`src/rtl/seq_check_pkg.sv`:
```
// Shared definitions for the colour-sequence checker: sizes, colour and FSM
// encodings, and the round-length encoding where 4'd0 stands for 16.
package seq_check_pkg;

    localparam int COLOUR_W = 2;
    localparam int MAX_LEN  = 16;
    localparam int SEQ_W    = COLOUR_W * MAX_LEN;

    typedef enum logic [1:0] {
        COL_R = 2'd0,
        COL_G = 2'd1,
        COL_B = 2'd2,
        COL_Y = 2'd3
    } colour_e;

    typedef enum logic [1:0] {
        ST_IDLE   = 2'd0,
        ST_CHECK  = 2'd1,
        ST_RESULT = 2'd2
    } state_e;

    localparam logic [3:0] LEN16 = 4'd0;

    function automatic logic [4:0] len_decode(input logic [3:0] enc);
        return (enc == LEN16) ? 5'd16 : {1'b0, enc};
    endfunction

endpackage

```
`src/rtl/seq_check_if.sv`:
```
// Interface between the wait stage / game controller (master) and the
// sequence checker (slave).
interface seq_check_if;
    import seq_check_pkg::*;

    logic             en;
    logic             complete_wait;
    logic [SEQ_W-1:0] sequence_val;
    logic [SEQ_W-1:0] target_val;
    logic             busy;
    logic             done;
    logic             pass;
    logic             fail;
    logic [3:0]       mismatch_idx;
    logic [3:0]       round_len;
    logic             game_over;
    logic             win;
    logic [7:0]       best_score;

    modport master (
        output en, complete_wait, sequence_val, target_val,
        input  busy, done, pass, fail, mismatch_idx, round_len,
               game_over, win, best_score
    );

    modport slave (
        input  en, complete_wait, sequence_val, target_val,
        output busy, done, pass, fail, mismatch_idx, round_len,
               game_over, win, best_score
    );

endinterface

```
`src/rtl/seq_check_colour_sel.sv`:
```
// Picks entry idx (0 = oldest) out of a packed sequence of length len,
// where the newest entry sits in the lowest bits. len uses 4'd0 for 16.
module seq_colour_sel
    import seq_check_pkg::*;
(
    input  logic [SEQ_W-1:0] seq,
    input  logic [3:0]       len,
    input  logic [3:0]       idx,
    output colour_e          colour
);

    logic [COLOUR_W-1:0] entry [MAX_LEN];
    logic [3:0]          pos;

    generate
        for (genvar gi = 0; gi < MAX_LEN; gi++) begin : g_entry
            assign entry[gi] = seq[gi*COLOUR_W +: COLOUR_W];
        end
    endgenerate

    // Modulo-16 arithmetic makes len=0 (16) land on position 15 for idx 0.
    assign pos    = len - 4'd1 - idx;
    assign colour = colour_e'(entry[pos]);

endmodule

```
`src/rtl/seq_check.sv`:
```
// Serial player-vs-target sequence checker with round-length ownership.
// Optional best-score tracking is enabled by defining SEQ_CHECK_SCORE_EN.
module seq_check
    import seq_check_pkg::*;
#(
    parameter logic [3:0] START_LEN = 4'd1
) (
    input  logic        clk,
    input  logic        rst,
    seq_check_if.slave  bus
);

    state_e           state_q, state_d;
    logic             cw_prev_q, cw_prev_d;
    logic [SEQ_W-1:0] seq_q, seq_d;
    logic [SEQ_W-1:0] tgt_q, tgt_d;
    logic [4:0]       len_q, len_d;
    logic [3:0]       idx_q, idx_d;
    logic             busy_q, busy_d;
    logic             done_q, done_d;
    logic             pass_q, pass_d;
    logic             fail_q, fail_d;
    logic [3:0]       mis_idx_q, mis_idx_d;
    logic [3:0]       round_len_q, round_len_d;
    logic             game_over_q, game_over_d;
    logic             win_q, win_d;

    colour_e          ply_col;
    colour_e          tgt_col;
    logic             start;
    logic             match;
    logic             last;

    seq_colour_sel u_ply_sel (
        .seq    (seq_q),
        .len    (len_q[3:0]),
        .idx    (idx_q),
        .colour (ply_col)
    );

    seq_colour_sel u_tgt_sel (
        .seq    (tgt_q),
        .len    (len_q[3:0]),
        .idx    (idx_q),
        .colour (tgt_col)
    );

    assign start = bus.en && bus.complete_wait && !cw_prev_q && !game_over_q && !win_q;
    assign match = (ply_col == tgt_col);
    assign last  = ({1'b0, idx_q} == (len_q - 5'd1));

    always_comb begin
        state_d     = state_q;
        cw_prev_d   = bus.complete_wait;
        seq_d       = seq_q;
        tgt_d       = tgt_q;
        len_d       = len_q;
        idx_d       = idx_q;
        busy_d      = busy_q;
        done_d      = 1'b0;
        pass_d      = pass_q;
        fail_d      = fail_q;
        mis_idx_d   = mis_idx_q;
        round_len_d = round_len_q;
        game_over_d = game_over_q;
        win_d       = win_q;

        case (state_q)
            ST_IDLE: begin
                if (start) begin
                    seq_d   = bus.sequence_val;
                    tgt_d   = bus.target_val;
                    len_d   = len_decode(round_len_q);
                    idx_d   = 4'd0;
                    pass_d  = 1'b0;
                    fail_d  = 1'b0;
                    busy_d  = 1'b1;
                    state_d = ST_CHECK;
                end
            end
            ST_CHECK: begin
                if (!match) begin
                    mis_idx_d   = idx_q;
                    fail_d      = 1'b1;
                    game_over_d = 1'b1;
                    state_d     = ST_RESULT;
                end else if (last) begin
                    pass_d    = 1'b1;
                    mis_idx_d = 4'd0;
                    // Passing the 16-entry round is the win; length stays at 16.
                    if (round_len_q == LEN16) begin
                        win_d = 1'b1;
                    end else begin
                        round_len_d = round_len_q + 4'd1;
                    end
                    state_d = ST_RESULT;
                end else begin
                    idx_d = idx_q + 4'd1;
                end
            end
            ST_RESULT: begin
                done_d  = 1'b1;
                busy_d  = 1'b0;
                state_d = ST_IDLE;
            end
            default: begin
                state_d = ST_IDLE;
                busy_d  = 1'b0;
            end
        endcase
    end

    always_ff @(posedge clk) begin
        if (rst) begin
            state_q     <= ST_IDLE;
            cw_prev_q   <= 1'b0;
            seq_q       <= '0;
            tgt_q       <= '0;
            len_q       <= 5'd0;
            idx_q       <= 4'd0;
            busy_q      <= 1'b0;
            done_q      <= 1'b0;
            pass_q      <= 1'b0;
            fail_q      <= 1'b0;
            mis_idx_q   <= 4'd0;
            round_len_q <= START_LEN;
            game_over_q <= 1'b0;
            win_q       <= 1'b0;
        end else begin
            state_q     <= state_d;
            cw_prev_q   <= cw_prev_d;
            seq_q       <= seq_d;
            tgt_q       <= tgt_d;
            len_q       <= len_d;
            idx_q       <= idx_d;
            busy_q      <= busy_d;
            done_q      <= done_d;
            pass_q      <= pass_d;
            fail_q      <= fail_d;
            mis_idx_q   <= mis_idx_d;
            round_len_q <= round_len_d;
            game_over_q <= game_over_d;
            win_q       <= win_d;
        end
    end

`ifdef SEQ_CHECK_SCORE_EN
    logic [7:0] score_q, score_d;
    logic [7:0] best_q, best_d;
    logic       pass_hit;

    assign pass_hit = (state_q == ST_CHECK) && match && last;

    always_comb begin
        score_d = score_q;
        best_d  = best_q;
        if (pass_hit && (score_q != 8'hFF)) begin
            score_d = score_q + 8'd1;
        end
        if ((state_q == ST_RESULT) && (score_q > best_q)) begin
            best_d = score_q;
        end
    end

    always_ff @(posedge clk) begin
        if (rst) begin
            score_q <= 8'd0;
            best_q  <= 8'd0;
        end else begin
            score_q <= score_d;
            best_q  <= best_d;
        end
    end

    assign bus.best_score = best_q;
`else
    assign bus.best_score = 8'd0;
`endif

    assign bus.busy         = busy_q;
    assign bus.done         = done_q;
    assign bus.pass         = pass_q;
    assign bus.fail         = fail_q;
    assign bus.mismatch_idx = mis_idx_q;
    assign bus.round_len    = round_len_q;
    assign bus.game_over    = game_over_q;
    assign bus.win          = win_q;

endmodule

```
`src/flat_wrapper.sv`:
```
// flat-port wrapper written by rule: the top's interface ports become plain ports
module seq_check_flat import seq_check_pkg::*;
#(
    parameter logic [3:0] START_LEN = 4'd1
)
  (clk, rst, bus_en, bus_complete_wait, bus_sequence_val, bus_target_val, bus_busy, bus_done, bus_pass, bus_fail, bus_mismatch_idx, bus_round_len, bus_game_over, bus_win, bus_best_score);
  seq_check_if bus_i ();
  input  logic clk;
  input  logic rst;
  input wire logic [$bits(bus_i.en)-1:0] bus_en;
  input wire logic [$bits(bus_i.complete_wait)-1:0] bus_complete_wait;
  input wire logic [$bits(bus_i.sequence_val)-1:0] bus_sequence_val;
  input wire logic [$bits(bus_i.target_val)-1:0] bus_target_val;
  output wire logic [$bits(bus_i.busy)-1:0] bus_busy;
  output wire logic [$bits(bus_i.done)-1:0] bus_done;
  output wire logic [$bits(bus_i.pass)-1:0] bus_pass;
  output wire logic [$bits(bus_i.fail)-1:0] bus_fail;
  output wire logic [$bits(bus_i.mismatch_idx)-1:0] bus_mismatch_idx;
  output wire logic [$bits(bus_i.round_len)-1:0] bus_round_len;
  output wire logic [$bits(bus_i.game_over)-1:0] bus_game_over;
  output wire logic [$bits(bus_i.win)-1:0] bus_win;
  output wire logic [$bits(bus_i.best_score)-1:0] bus_best_score;
  assign bus_i.en = bus_en;
  assign bus_i.complete_wait = bus_complete_wait;
  assign bus_i.sequence_val = bus_sequence_val;
  assign bus_i.target_val = bus_target_val;
  assign bus_busy = bus_i.busy;
  assign bus_done = bus_i.done;
  assign bus_pass = bus_i.pass;
  assign bus_fail = bus_i.fail;
  assign bus_mismatch_idx = bus_i.mismatch_idx;
  assign bus_round_len = bus_i.round_len;
  assign bus_game_over = bus_i.game_over;
  assign bus_win = bus_i.win;
  assign bus_best_score = bus_i.best_score;
  seq_check #(.START_LEN(START_LEN)) u_core (.clk(clk), .rst(rst), .bus(bus_i));
endmodule
```
`config.mk`:
```
export PLATFORM = sky130hd
export DESIGN_NAME = seq_check_flat
export DESIGN_NICKNAME = d
export VERILOG_FILES = /design/src/rtl/seq_check_pkg.sv /design/src/rtl/seq_check_if.sv /design/src/rtl/seq_check_colour_sel.sv /design/src/rtl/seq_check.sv /design/src/flat_wrapper.sv
export SDC_FILE = /design/constraint.sdc
export NUM_CORES = 1
export LEC_CHECK = 0
export CAP_MARGIN = 20
export CORE_MARGIN = 5
export CORE_UTILIZATION = 35
export CTS_CLUSTER_SIZE = 30
export DETAILED_ROUTE_END_ITERATION = 12
export GPL_TIMING_DRIVEN = 0
export PLACE_DENSITY_LB_ADDON = 0.15
export SLEW_MARGIN = 30
export SYNTH_ARGS = -nofsm -noshare
export SYNTH_HDL_FRONTEND = slang
export SYNTH_SLANG_ARGS = --single-unit
export TNS_END_PERCENT = 100
```
`constraint.sdc`:
```
create_clock -name clk -period 3.5 [get_ports clk]
set_clock_uncertainty 0.1 [all_clocks]
set_input_delay 0.7 -clock clk [delete_from_list [all_inputs] [get_ports clk]]
set_output_delay 0.7 -clock clk [all_outputs]
set_load 0.01 [all_outputs]
```
==> flow_summary_export.csv, run 1 <==
group,metric,value,unit
setup_path,reg2regPathDepth,11,
floorplanning,die_h,119,um
clock_network,clock_latency,340,ps
global_route,grt_pass1_vias,3829,
floorplanning,io_pins,90,
setup_path,cp_max_fo,5,
synthesis,ys_seq_area_share,43.0,%
setup_path,critical_path_class,"reg2reg",
timing,maxSlewHeadroom,36.8,%
placement,gp_congestion,0.867,
clock_network,cts_buffers,9,
routing,drc,0,
synthesis,syn_area,0.00419,mm^2
clock_network,cts_tree,"done",
placement,portBuffers,81,
floorplanning,die_w,119,um
floorplanning,core,0.0119,mm^2
pwr,p_per_area,461,mW/mm^2
setup_path,crit_path_cell_trace,"inv_4 > ha_4 > inv_2 > fa_2 > clkbuf_16 > mux4_2 > xor2_2 > or3_4 > a2111oi_4 > nor2_2 > a211o_1",
setup_path,timing.rr.end,"u_core.idx_q[2]$_SDFFE_PP0P_",
worst_hold_path,whs_path_depth,2,
pwr,leakage,2.02,nW
timing,tns,0,ps
setup_path,crit_path_end_kind,"register",
setup_path,required,3620,ps
final_layout,nets,671,
synthesis,yosysWarnings,0,
global_route,grt_pass1_wl,19.0,mm
clock_network,cts_root_buffer,"clkbuf_16",
routing,firstDrtPassIters,4,
setup_path,cp_slowest_stage_delay,680,ps
routing,ant_nets,0,
floorplanning,fp-row-count,40,
final_layout,final_layout_size_suffix_gt1_share,11.2,%
timing,hold_viol,0,
global_route,overflow,0,
setup_path,critPathLaunchType,"register",
synthesis,synthCells,492,
timing,maxSlewViolCount,0,
timing,fin_crit_sh,96.5,%
synthesis,synth_edf_count,0,
clock_network,clk_path_buf_depth,2,
worst_hold_path,hold_path.startpoint,"u_core.seq_q[11]$_SDFFE_PP0P_",
synthesis,avgSynthCellArea,8.52,um^2
setup_path,worstPathArrival,3500,ps
routing,drt-total-wl,12.0,mm
final_layout,area_growth,36.6,%
routing,drt_iter0_markers,258,
worst_hold_path,whs_endpoint,"u_core.seq_q[11]$_SDFFE_PP0P_",
clock_network,cts_max_level,3,
pwr,vdd_drop_max,242,uV
clock_network,clkSinkCount,90,
worst_hold_path,min_path_type,"reg2reg",
global_route,grt.total_usage,16.9,%
setup_path,reg2reg_slack,120,ps
setup_path,slowest_stage,"fa_2",
final_layout,final-instance-count-excl-fill,746,
synthesis,synthArstFlopShare,0,%
final_layout,n_fill_cell,1167,
timing,worstMarginPinSlew,936,ps
final_layout,utilization,48.3,%
timing,max_freq,0.296,GHz
run_status,status,"complete, no violations",
floorplanning,die_area,0.0143,mm^2
clock_network,clkTransAtPathRegs,60,ps
placement,detailed_place_hpwl,9.03,mm
synthesis,synth_cell_types,48,
setup_path,r2r-start,"u_core.idx_q[0]$_SDFFE_PP0P_",
timing,fin_crit,3380,ps
synthesis,synthFlopType,"dfxtp_1",
placement,dp.cells,727,
routing,routedWlPerCell,16.1,um
timing,setup_viol,0,
synthesis,synth.ff_latch_count,90,
routing,vias,3768,
global_route,grt_max_degree,16,
routing,vias_per_cell,5.05,
global_route,antenna_found_initial,0,
floorplanning,start_util,35.3,%
final_layout,diodes,0,
flow_run,drv_cap,0,
flip-flops by register name, indices dropped and copies added, names as in the netlist, 2 cells and up:
signal	cells
u_core.seq_q	32
u_core.bus.mismatch_idx	4
u_core.state_q	2
u_core.tgt_q	32
u_core.bus.round_len	4
u_core.len_q	5
u_core.idx_q	4
cell usage in the layout (no fill, tap or decap), drive strengths merged, types with 11 or more instances in the layout:
cell / n
xnor2: 14
a21oi: 84
xor2: 13
dfxtp: 90
nor2: 11
clkdlybuf4s50: 81
mux4: 12
buf: 13
clkbuf: 37
inv: 11
nand2: 140
what timing repair did:
item                       4_1_cts  5_1_grt
resized for setup               13       25
buffers inserted                 2        1
hold buffers                     0        0
hold endpoints to repair         0        0
cloned                           0        1
pin swaps                        3       12
setup endpoints to repair       13        6
final cells by class:
class                      instances  area, um^2  share of cell area, %
timing repair buffer              85         858                   15.0
clock inverter                     5        86.3                   1.51
inverter                          10        40.0                  0.699
multi-input combinational        363        2320                   40.4
buffer                            36         199                   3.47
clock buffer                      10         239                   4.17
sequential                        90        1810                   31.5
tap                              147         184                   3.21
Yosys cell counts (2+ instances only):
library cell	count	share of area, %
buf_4	9	1.6
nor4_1	3	0.45
ha_1	7	2.1
clkbuf_1	25	2.2
or3_1	2	0.30
mux2_1	2	0.54
dfxtp_1	90	43
mux4_1	8	5.0
nand2_1	140	13
nand2b_1	3	0.45
xnor2_1	14	2.9
nor4b_1	2	0.42
nor2b_1	4	0.60
o31ai_1	2	0.36
nor3b_1	2	0.36
xor2_1	13	2.7
nor3_1	6	0.72
nand4_1	8	1.2
inv_1	10	0.90
o21ai_0	7	0.84
nand3_1	7	0.84
mux4_2	4	2.1
o2111ai_1	5	1.0
and3_2	2	0.36
a21oi_1	84	10
nor2_1	11	0.98
metrics by stage:
step,hold slack (ps),setup WS [ps],instance area (um^2),total power [W]
finish,357,123,5730,0.00264
global route,376,-7.03,5730,0.00275
CTS,355,15.0,5610,0.00263
detailed placement,345,-225,5210,0.00154
global placement,339,-150,5210,0.00154
floorplan,332,159,4220,0.00137
critical path: cells and delay by family (launching register included):
kind,cells,cell delay [ps]
compound gates,2,660
fa+ha+maj,2,810
mux,1,330
simple gates,2,520
flops,1,350
buf+inv,3,290
xor+xnor,1,210
worst max-delay path by stage:
stage                     slack (ps)                                      end                         start
after global placement          -150     u_core.bus.round_len[3]$_SDFFE_PP0P_  u_core.idx_q[0]$_SDFFE_PP0P_
after detailed placement        -220  u_core.bus.mismatch_idx[2]$_SDFFE_PP0P_  u_core.idx_q[0]$_SDFFE_PP0P_
after floorplan                  160     u_core.bus.round_len[3]$_SDFFE_PP0P_  u_core.idx_q[0]$_SDFFE_PP0P_
after CTS                         20             u_core.idx_q[2]$_SDFFE_PP0P_  u_core.idx_q[0]$_SDFFE_PP0P_
final                            120             u_core.idx_q[2]$_SDFFE_PP0P_  u_core.idx_q[0]$_SDFFE_PP0P_
after global routing              -7             u_core.idx_q[2]$_SDFFE_PP0P_  u_core.idx_q[0]$_SDFFE_PP0P_
logic make-up after synthesis:
group                      synth area share [%]
and+or+nand+nor                            20.8
adders and majority gates                  2.57
AOI/OAI and AO/OA                          14.9
DFF                                        43.0
other                                    0.0894
xor gates and xnor gates                   5.64
muxes                                      7.70
buffers and inverters                      5.34
where the power goes:
part           switching (W)  internal (W)  leakage [nW]  total (W)
clock               0.000406      0.000646         0.159    0.00105
sequential         0.0000299       0.00107         0.732    0.00110
combinational       0.000252      0.000238          1.13   0.000489
total               0.000687       0.00196          2.02    0.00264
metal layers:
metal | GRT usage [%] | vias to the layer above | part of all wire [%] | wire length (um)
met2 | 29.1 | 91 | 50 | 5980
met3 | 4.37 | 12 | 5.1 | 619
met1 | 21.3 | 1782 | 44 | 5320
met5 | 0 | - | 0 | 0
met4 | 3.44 | 0 | 1.0 | 125
li1 | - | 1883 | - | -
(Power assumes the default switching activity.)
==> inputs of run 2 (changes only) <==
- TNS_END_PERCENT: 100 -> 20
==> flow_summary_export.csv, run 2 (synthesized netlist as in run 1, its figures left out) <==
group,metric,value,unit
final_layout,final-instance-count-excl-fill,747,
global_route,grt.total_usage,16.8,%
clock_network,cts_tree,"done",
final_layout,final_area,0.00577,mm^2
timing,max_freq,0.295,GHz
timing,tns,0,ps
placement,gp_congestion,0.867,
global_route,grt_max_degree,16,
floorplanning,die_h,119,um
worst_hold_path,hold_path.startpoint,"u_core.seq_q[0]$_SDFFE_PP0P_",
routing,vias_per_cell,5.03,
setup_path,crit_path_frequent_cell,"nor3_4",
floorplanning,io_pins,90,
setup_path,slowest_stage,"fa_2",
setup_path,cp_max_fo,5,
pwr,p_sw_share,26.4,%
placement,portBuffers,81,
floorplanning,die_w,119,um
routing,drc,0,
pwr,p_comb_share,19.0,%
timing,fin_crit,3390,ps
placement,dp.cells,727,
floorplanning,start_util,35.3,%
pwr,p_switching,0.000704,W
timing,hold_viol,0,
final_layout,nets,672,
timing,setup_ws,111,ps
pwr,power_frac_clock,39.7,%
placement,detailed_place_hpwl,9.03,mm
setup_path,critical_path_class,"reg2reg",
final_layout,multiInputGateArea,0.00235,mm^2
routing,routedWlPerCell,16.4,um
routing,ant_nets,0,
worst_hold_path,min_path_type,"reg2reg",
routing,vias,3761,
timing,grt_setup_unrepaired,"no",
final_layout,layout_common_cells,"nand2_1, dfxtp_1, a21oi_1",
setup_path,worstPathArrival,3520,ps
setup_path,required,3630,ps
global_route,antenna_found_initial,0,
final_layout,n_fill_cell,1154,
clock_network,clock_latency,350,ps
global_route,grt_pass1_vias,3808,
placement,pre_cts_slack,-225,ps
setup_path,crit_path_cell_trace,"inv_2 > ha_4 > inv_1 > fa_2 > buf_12 > mux4_2 > xor2_4 > nor3_4 > nor3_4 > or4_4 > mux2_1",
timing,maxSlewViolCount,0,
final_layout,area_growth,37.5,%
final_layout,diodes,0,
run_status,status,"complete, no violations",
flow_run,drv_cap,0,
floorplanning,die_area,0.0143,mm^2
clock_network,cts_buffers,9,
final_layout,reg_top3,"u_core.seq_q: 32 flops, u_core.tgt_q: 32 flops, u_core.len_q: 5 flops",
routing,drt_iter0_markers,273,
timing,setup_viol,0,
clock_network,postCtsHoldBufs,0,
timing,fin_crit_sh,96.8,%
routing,firstDrtPassIters,5,
global_route,overflow,0,
floorplanning,fp-row-count,40,
clock_network,cts_max_level,3,
final_layout,regArea,0.00181,mm^2
pwr,leakage,2.04,nW
floorplanning,core,0.0119,mm^2
routing,drt-total-wl,12.2,mm
clock_network,cts_root_buffer,"clkbuf_16",
setup_path,critPathLaunchType,"register",
global_route,grt_pass1_wl,18.9,mm
setup_path,cp_slowest_stage_delay,650,ps
timing,maxSlewHeadroom,31.0,%
clock_network,clk_path_buf_depth,2,
pwr,vdd_drop_max,225,uV
placement,dpl-instance-area,0.00521,mm^2
final_layout,final_layout_size_suffix_gt1_share,11.0,%
pwr,intPower,0.00196,W
clock_network,clkSinkCount,90,
clock_network,clkTransAtPathRegs,60,ps
setup_path,cp-startpoint,"u_core.idx_q[0]$_SDFFE_PP0P_",
pwr,seqPwrFrac,41.3,%
setup_path,r2r-start,"u_core.idx_q[0]$_SDFFE_PP0P_",
pwr,p_per_area,463,mW/mm^2
final_layout,layout_commonest_cell,"nand2_1",
timing,worstMarginPinSlew,1030,ps
setup_path,crit_path_end_kind,"register",
==> run 2: cell count changes in the layout (fill, tap and decap cells not counted) <==
cell	delta
mux4_1	+1
nor3_1	-1
inv_4	-1
xor2_2	-1
xor2_4	+1
nor3_4	+2
and3_2	-1
and3_4	+1
buf_4	+1
mux4_2	-1
nor3_2	-1
mux2_1	+1
mux2_4	-1
inv_1	+1
==> run 2: path summary, 6_finish.rpt <==
kind,end,cells after the start,slack [ps]
worst max-delay path,u_core.bus.round_len[3]$_SDFFE_PP0P_,11,110
worst min-delay path,u_core.seq_q[0]$_SDFFE_PP0P_,2,360
worst max register to register,u_core.bus.round_len[3]$_SDFFE_PP0P_,11,110
worst min register to register,u_core.seq_q[0]$_SDFFE_PP0P_,2,360
==> run 2: critical path: cells and delay by family (launching register included) <==
| kind | cells | cell delay (ps) |
|---|---|---|
| XOR/XNOR | 1 | 220 |
| adder cells (fa/ha/maj) | 2 | 790 |
| buffers and inverters | 3 | 300 |
| flip-flops | 1 | 360 |
| multiplexers | 2 | 670 |
| AND/OR/NAND/NOR | 3 | 850 |
==> run 2: area by class of cell <==
class	instances	area share, %
Multi-Input combinational cell	363	40.7
Sequential cell	90	31.3
Timing Repair Buffer	86	15.0
Clock buffer	10	4.14
Buffer	36	3.45
Tap cell	147	3.19
Clock inverter	5	1.50
Inverter	10	0.651
==> run 2: repair_timing <==
action,CTS,global route
setup endpoints to repair,13,18
gates resized for setup,3,36
gates cloned,0,1
pin swaps,0,13
setup buffers,0,4
==> run 2: routing by layer <==
metal / GRT usage [%] / wire length, um / share of wire [%] / up-vias
li1: - / - / - / 1887
met4: 3.22 / 83 / 0.68 / 0
met3: 4.32 / 607 / 5.0 / 9
met5: 0 / 0 / 0 / -
met1: 21.2 / 5450 / 45 / 1769
met2: 29.1 / 6080 / 50 / 96
==> run 2: stage by stage <==
stage	utilization [%]	hold slack, ps	total power [W]
finish	48.6	355	0.00267
global route	48.6	376	0.00277
CTS	46.8	355	0.00260
detailed placement	44.0	345	0.00154
global placement	44.0	339	0.00154
floorplan	-	332	0.00137
==> run 2: power by group through the flow <==
stage / clock network [W] / logic [W] / registers (W)
2_1_floorplan: 0 / 0.000254 / 0.00112
3_3_place_gp: 0 / 0.000415 / 0.00112
3_5_place_dp: 0 / 0.000421 / 0.00112
4_1_cts: 0.00108 / 0.000427 / 0.00110
5_1_grt: 0.00111 / 0.000547 / 0.00111
6_report: 0.00106 / 0.000508 / 0.00110
